[src/rtl/fifo_rd_stream_if.sv]
// Signal bundle between the FIFO read port, the read-to-stream converter and the
// downstream stream consumer. The master modport is the converter's view.
interface fifo_rd_stream_if #(
  parameter int DW = 8
);
  logic          fifo_e;
  logic [DW-1:0] fifo_dout;
  logic          fifo_re;
  logic [DW-1:0] m_data;
  logic          m_valid;
  logic          m_ready;

  modport master (
    input  fifo_e, fifo_dout, m_ready,
    output fifo_re, m_data, m_valid
  );

  modport slave (
    output fifo_e, fifo_dout, m_ready,
    input  fifo_re, m_data, m_valid
  );
endinterface

[src/rtl/fifo_rd_stream.sv]
// Turns a synchronous FIFO's one-cycle-latency read port into a registered
// valid/ready stream, using a 2-entry skid buffer plus an in-flight flag.
module fifo_rd_stream #(
  parameter int DW = 8,
  parameter int CW = 16
) (
  input  logic          clk,
  input  logic          rst,
  input  logic          flush,
  output logic [CW-1:0] xfer_cnt,
  fifo_rd_stream_if.master bus
);

  logic [1:0]    occ;
  logic          infl;
  logic [DW-1:0] head_q;
  logic [DW-1:0] tail_q;

  logic          pop;
  logic          capture;
  logic [2:0]    level;
  logic          fifo_re_c;
  logic [1:0]    occ_nxt;

  // occ + infl never exceeds 2, so the read request only looks at the words
  // still owed to the consumer after this cycle's transfer.
  always_comb begin
    // NOTE: every signal gets a value before any branch, so no latch can be inferred.
    pop       = (occ != 2'd0) && bus.m_ready;
    capture   = infl && !flush;
    level     = {1'b0, occ} + {2'b00, infl} - {2'b00, pop};
    fifo_re_c = !rst && !bus.fifo_e && !flush && (level < 3'd2);
    occ_nxt   = occ;
    if (flush) begin
      occ_nxt = 2'd0;
    end else begin
      case ({capture, pop})
        2'b10:   occ_nxt = occ + 2'd1;
        2'b01:   occ_nxt = occ - 2'd1;
        default: occ_nxt = occ;
      endcase
    end
  end

  assign bus.fifo_re = fifo_re_c;
  assign bus.m_valid = (occ != 2'd0);
  assign bus.m_data  = head_q;

  always_ff @(posedge clk or posedge rst) begin
    if (rst) begin
      occ      <= 2'd0;
      infl     <= 1'b0;
      head_q   <= '0;
      xfer_cnt <= '0;
    end else begin
      // NOTE: non-blocking assignments so every register samples pre-edge values.
      occ  <= occ_nxt;
      infl <= fifo_re_c;
      if (pop && !flush) begin
        xfer_cnt <= xfer_cnt + CW'(1);
      end
      // Head refills from the tail on a pop, or straight from the FIFO when the
      // arriving word becomes the oldest one.
      if (!flush && pop && (occ == 2'd2)) begin
        head_q <= tail_q;
      end else if (capture && ((occ == 2'd0) || ((occ == 2'd1) && pop))) begin
        head_q <= bus.fifo_dout;
      end
    end
  end

  // NOTE: the tail slot is not reset; it is only read while occ says it holds a word.
  always_ff @(posedge clk) begin
    if (capture && (occ == 2'd1) && !pop) begin
      tail_q <= bus.fifo_dout;
    end
  end

endmodule

[src/flat_wrapper.sv]
// flat-port wrapper written by rule: the top's interface ports become plain ports
module fifo_rd_stream_flat 
#(
  parameter int DW = 8,
  parameter int CW = 16
)
  (clk, rst, flush, xfer_cnt, bus_fifo_e, bus_fifo_dout, bus_m_ready, bus_fifo_re, bus_m_data, bus_m_valid);
  fifo_rd_stream_if #(.DW(DW)) bus_i ();
  input  logic clk;
  input  logic rst;
  input  logic flush;
  output logic [CW-1:0] xfer_cnt;
  input wire logic [$bits(bus_i.fifo_e)-1:0] bus_fifo_e;
  input wire logic [$bits(bus_i.fifo_dout)-1:0] bus_fifo_dout;
  input wire logic [$bits(bus_i.m_ready)-1:0] bus_m_ready;
  output wire logic [$bits(bus_i.fifo_re)-1:0] bus_fifo_re;
  output wire logic [$bits(bus_i.m_data)-1:0] bus_m_data;
  output wire logic [$bits(bus_i.m_valid)-1:0] bus_m_valid;
  assign bus_i.fifo_e = bus_fifo_e;
  assign bus_i.fifo_dout = bus_fifo_dout;
  assign bus_i.m_ready = bus_m_ready;
  assign bus_fifo_re = bus_i.fifo_re;
  assign bus_m_data = bus_i.m_data;
  assign bus_m_valid = bus_i.m_valid;
  fifo_rd_stream #(.DW(DW), .CW(CW)) u_core (.clk(clk), .rst(rst), .flush(flush), .xfer_cnt(xfer_cnt), .bus(bus_i));
endmodule
[config.mk]
export PLATFORM = sky130hd
export DESIGN_NAME = fifo_rd_stream_flat
export DESIGN_NICKNAME = d
export VERILOG_FILES = /design/src/rtl/fifo_rd_stream_if.sv /design/src/rtl/fifo_rd_stream.sv /design/src/flat_wrapper.sv
export SDC_FILE = /design/constraint.sdc
export NUM_CORES = 1
export LEC_CHECK = 0
export BUFFER_PORTS_ARGS = -buffer_cell sky130_fd_sc_hd__buf_2
export CORE_ASPECT_RATIO = 1.25
export CORE_MARGIN = 8
export CORE_UTILIZATION = 40
export CTS_CLUSTER_DIAMETER = 30
export DETAILED_ROUTE_END_ITERATION = 6
export GPL_TIMING_DRIVEN = 0
export PLACE_DENSITY = 0.67
export SLEW_MARGIN = 20
export SYNTH_ARGS = -nofsm -noshare
export SYNTH_HDL_FRONTEND = slang
export SYNTH_SLANG_ARGS = --single-unit
[constraint.sdc]
create_clock -name clk -period 2.9 [get_ports clk]
set_input_delay 0.29 -clock clk [delete_from_list [all_inputs] [get_ports clk]]
set_output_delay 0.29 -clock clk [all_outputs]
set_load 0.05 [all_outputs]
Word level (Yosys, flattened, before mapping):

Cells that the tools add are included.
Widths: inputs -> output; s select.

* output and inout port bits: 26
* bits in registers: 35

* reductions and logical operators: 20
* $lt $le $gt $ge: 1
* multiplexer cells: 4
* equality and inequality tests: 4
* $add $sub $neg: 5

Operator list (number)
* $add 16x1->16 const B: 1
* $mux 8: 2
* $logic_and 1x1->1: 11
* $eq 2x1->1 const B: 2
* $eq 2x2->1 const B: 2
* $logic_not 1->1: 4
* $pmux 2 s2: 1
* $reduce_bool 2->1: 2
* $add 2x1->3: 1
* $lt 3x2->1 const B: 1
* $reduce_bool 3->1: 1
* $sub 3x1->3: 1
* $add 2x1->2 const B: 1
* $logic_not 2->1: 1
* $mux 2: 1
* $sub 2x1->2 const B: 1
* $logic_or 1x1->1: 1

Logic depth before layout (Yosys ltp):

* depth after elaboration: 7
* mapped depth: 9
* depth with buffers taken out: 8

Worst setup path after synthesis:

OpenSTA, ideal clock, no wires.

* kind: reg-to-output
* from: reg u_core.occ[1]
* to: out bus_fifo_re
* data arrival time: 2304 ps
* buffers on the path: 1
* data required time: 2610 ps
* cell stages (with the launch flop): 10
* setup slack: 306 ps
* path through: dfrtp_1 inv_1 ha_1 nand2b_1 clkbuf_1 xnor2_1 nand2_1 fa_1 xnor2_1 and4_1

* longest elaborated chain between the ends: 5

Ends and longest elaborated chain
* start, declared: line fifo_rd_stream.sv:14 `logic [1:0] occ;`
* start signal, assigned: line fifo_rd_stream.sv:57 `occ <= occ_nxt;`
* parallel branches: the longest is 2 deep, another holds $add 2x1->3
* $sub 3x1->3 *: line fifo_rd_stream.sv:31 `level = {1'b0, occ} + {2'b00, infl} - {2'b00, pop};`
* $lt 3x2->1 *: line fifo_rd_stream.sv:32 `fifo_re_c = !rst && !bus.fifo_e && !flush && (level < 3'd2);`
* $logic_and 1x1->1 *: line fifo_rd_stream.sv:32
* end, declared: line flat_wrapper.sv:16 `output wire logic [$bits(bus_i.fifo_re)-1:0] bus_fifo_re;`

Every way passes the cells marked *.

Final worst setup path:

* from: reg u_core.occ[0]
* to: out bus_fifo_re

The elaborated chain is that of the path after synthesis.

==> flow_metrics.env <==
export IMPL_synthFlopType="dfrtp_1"
export IMPL_cts_max_level=2
export IMPL_grt_pass1_wl_um=5640
export IMPL_synth_adder_area_share=0.0433
export IMPL_fill_cells=374
export IMPL_synthMostInstantiatedCell="dfrtp_1"
export IMPL_drv_slew=0
export IMPL_clock_fmax_mhz=367
export IMPL_ir_drop_mv=0.432
export IMPL_synthSimpleGateAreaFrac=0.156
export IMPL_final_setup_viol_count=0
export IMPL_dp_hpwl_um=2600
export IMPL_synthMuxAreaShare=0.0627
export IMPL_dieArea_sq_um=6340
export IMPL_synth_top_cells_by_count="27 x dfrtp_1, 13 x xnor2_1, 8 x edfxtp_1, 8 x nand2_1, 6 x nor2_1"
export IMPL_die_width_um=72.9
export IMPL_r2r_start="u_core.occ[0]"
export IMPL_cts_sinks=35
export IMPL_fin_skew_ns=0.00874
export IMPL_area_growth_synth_to_final_pct=24.5
export IMPL_grt_pass1_vias=1168
export IMPL_synth_compound_area_frac=0.0519
export IMPL_max_slew_margin=0.614
export IMPL_path_clk_slew_ns=0.08
export IMPL_core_area_sq_um=4000
export IMPL_synth_top_area_frac=0.418
export IMPL_synth_top_family_by_area="simple AND/OR/NAND/NOR gates"
export IMPL_worst_pin_slew_ns=0.578
export IMPL_r2r_cells=7
export IMPL_viasPerCell=4.88
export IMPL_maxCapViolCount=0
export IMPL_drt_wl_total_um=3480
export IMPL_hold_violations=0
export IMPL_crit_arrival_ns=2.43
export IMPL_end_kind="output pin"
export IMPL_synthCells=126
export IMPL_ctsRootBufferMaster="clkbuf_8"
export IMPL_ant_nets=0
export IMPL_start_util=0.404
export IMPL_period_share=0.939
export IMPL_synth_warnings=0
export IMPL_crit_path_start_kind="flop"
export IMPL_vias=1112
export IMPL_crit_type="reg2out"
export IMPL_grt_max_degree=29
export IMPL_insertion_delay_ns=0.29
export IMPL_first_pass_iters=4
export IMPL_p_total_mw=1.94
export IMPL_fin_ws_ns=0.178
export IMPL_clock_path_buffers=2
export IMPL_synth_area_sq_um=1620
export IMPL_ys_ff_latch=35
export IMPL_status="finished, final reports clean"
export IMPL_gp_congestion=0.821
export IMPL_die_y_um=87.1
export IMPL_grtUsageTotal=0.117
export IMPL_yosysSeqAreaShare=0.567
export IMPL_p_leak_nw=0.944
export IMPL_cts_made_buffers=5
export IMPL_synth_xor_area_share=0.0921
export IMPL_pin_count=39
export IMPL_avgSynthCellArea_sq_um=12.8
export IMPL_syn_nets=144
export IMPL_synth_edf_count=8
export IMPL_async_flop_share=0.771
export IMPL_r2r_setup_slack_ns=0.73
export IMPL_diodes=0
export IMPL_post_drt_wl_per_cell_um=15.2
export IMPL_cts_tree="done"
export IMPL_grt_overflow_total=0
export IMPL_drive_gt1_frac=0.349
export IMPL_drt_first_iter_violations=26
export IMPL_required_ns=2.61
export IMPL_cp_max_fo=7
export IMPL_min_path_type="in2async"
export IMPL_r2r_end="u_core.bus.m_data[2]"
export IMPL_ys_types=34
export IMPL_io_buffer_count=37
export IMPL_antenna_found_initial=0
export IMPL_drc=0
export IMPL_finalCriticalPeriod_ns=2.72
export IMPL_row_count=26
export IMPL_pre_cts_ws_ns=0.133
export IMPL_powerDensity_nw_per_um2=962
export IMPL_synth_area_leader_cell="dfrtp_1"
export IMPL_synth_area_leaders="dfrtp_1 42%, edfxtp_1 15%, xnor2_1 7.0%, mux2_1 3.5%, ha_1 3.1%"
export IMPL_final_nets=189
-- cells in the final DEF, fill, tap and decap left out, types with 2 or more instances in the layout --
cell type / Yosys / final
edfxtp_1: 8 / 8
buf_4: 0 / 3
mux2_2: 4 / 4
ha_1: 4 / 3
buf_2: 0 / 36
nand4_1: 3 / 3
inv_1: 4 / 3
nor2_1: 6 / 6
a21oi_1: 2 / 2
and4_1: 2 / 2
xnor2_1: 13 / 12
a221o_1: 4 / 4
clkbuf_8: 0 / 5
xor2_1: 4 / 4
and3_1: 2 / 2
mux2_1: 5 / 5
nor3_1: 2 / 2
clkinv_1: 1 / 2
nand2_1: 8 / 8
dfrtp_2: 0 / 2
nor3b_1: 2 / 2
and2_1: 5 / 5
dfrtp_1: 27 / 25
nand3_1: 5 / 5
buf_6: 2 / 2
-- flip-flops by register name, summed over array words and instances (netlist names) --
name / cells
u_core.bus.m_data: 8
u_core.infl: 1
u_core.occ: 2
u_core.tail_q: 8
u_core.xfer_cnt: 16
-- metrics by stage --
stage / setup TNS, ns / util / cells / hold WS (ns) / area [sq um]
3_3_place_gp: 0 / 0.468 / 219 / 0.458 / 1870
2_1_floorplan: 0 / - / 126 / 0.348 / 1620
4_1_cts: 0 / 0.495 / 226 / 0.175 / 1980
5_1_grt: -0.00630 / 0.503 / 228 / 0.0893 / 2010
6_report: 0 / 0.503 / 228 / 0.0427 / 2010
3_5_place_dp: 0 / 0.468 / 219 / 0.457 / 1870
-- worst max path at each step --
stage,start,endpoint,slack [ns],cells after the start
finish,u_core.occ[0],bus_fifo_re,0.18,9
floorplan,u_core.occ[1],bus_fifo_re,0.31,9
detailed placement,u_core.occ[1],bus_fifo_re,0.13,10
CTS,u_core.occ[1],bus_fifo_re,0.03,9
global route,u_core.occ[0],bus_fifo_re,-0.006,9
global placement,u_core.occ[1],bus_fifo_re,0.18,10
-- timing repair --
action | 4_1_cts | 5_1_grt
endpoints found under the setup margin | 1 | 1
hold buffers | 0 | 0
setup buffers | 0 | 2
resized for setup | 3 | 4
endpoints found under the hold margin | 0 | 0
-- power by group --
group	internal, mW	switching (mW)
Clock	0.252	0.177
Combinational	0.260	0.553
Sequential	0.606	0.0899
-- layout make-up --
| type | count | area [sq um] | share of cell area |
|---|---|---|---|
| plain buffers | 2 | 22.5 | 0.0112 |
| clock buffers | 5 | 68.8 | 0.0342 |
| clock inverters | 3 | 38.8 | 0.0193 |
| inverters | 5 | 18.8 | 0.00932 |
| multi-input cells | 83 | 673 | 0.334 |
| flip-flops and latches | 35 | 918 | 0.456 |
| well taps | 56 | 70.1 | 0.0348 |
| repair buffers | 39 | 203 | 0.101 |
-- critical path, stage by stage, from the launching register on --
cell      delay [ns]
dfrtp_2         0.44
inv_1           0.10
ha_2            0.23
nand2b_4        0.18
xnor2_2         0.13
nand2_1         0.10
fa_1            0.39
xnor2_1         0.14
and4_1          0.22
buf_4           0.20
-- kinds of logic after synthesis --
group | count (synthesis)
mux | 9
xor+xnor | 17
flops | 35
buf+inv | 8
fa+ha+maj | 5
compound gates | 11
simple gates | 41
-- layer usage --
metal,routed length (um),global-route usage,up-vias
met5,0,0,-
met4,59,0.0566,0
met3,216,0.0461,7
met2,1780,0.191,28
met1,1420,0.128,543
li1,-,-,534
Power figures use the tool's default switching activity.
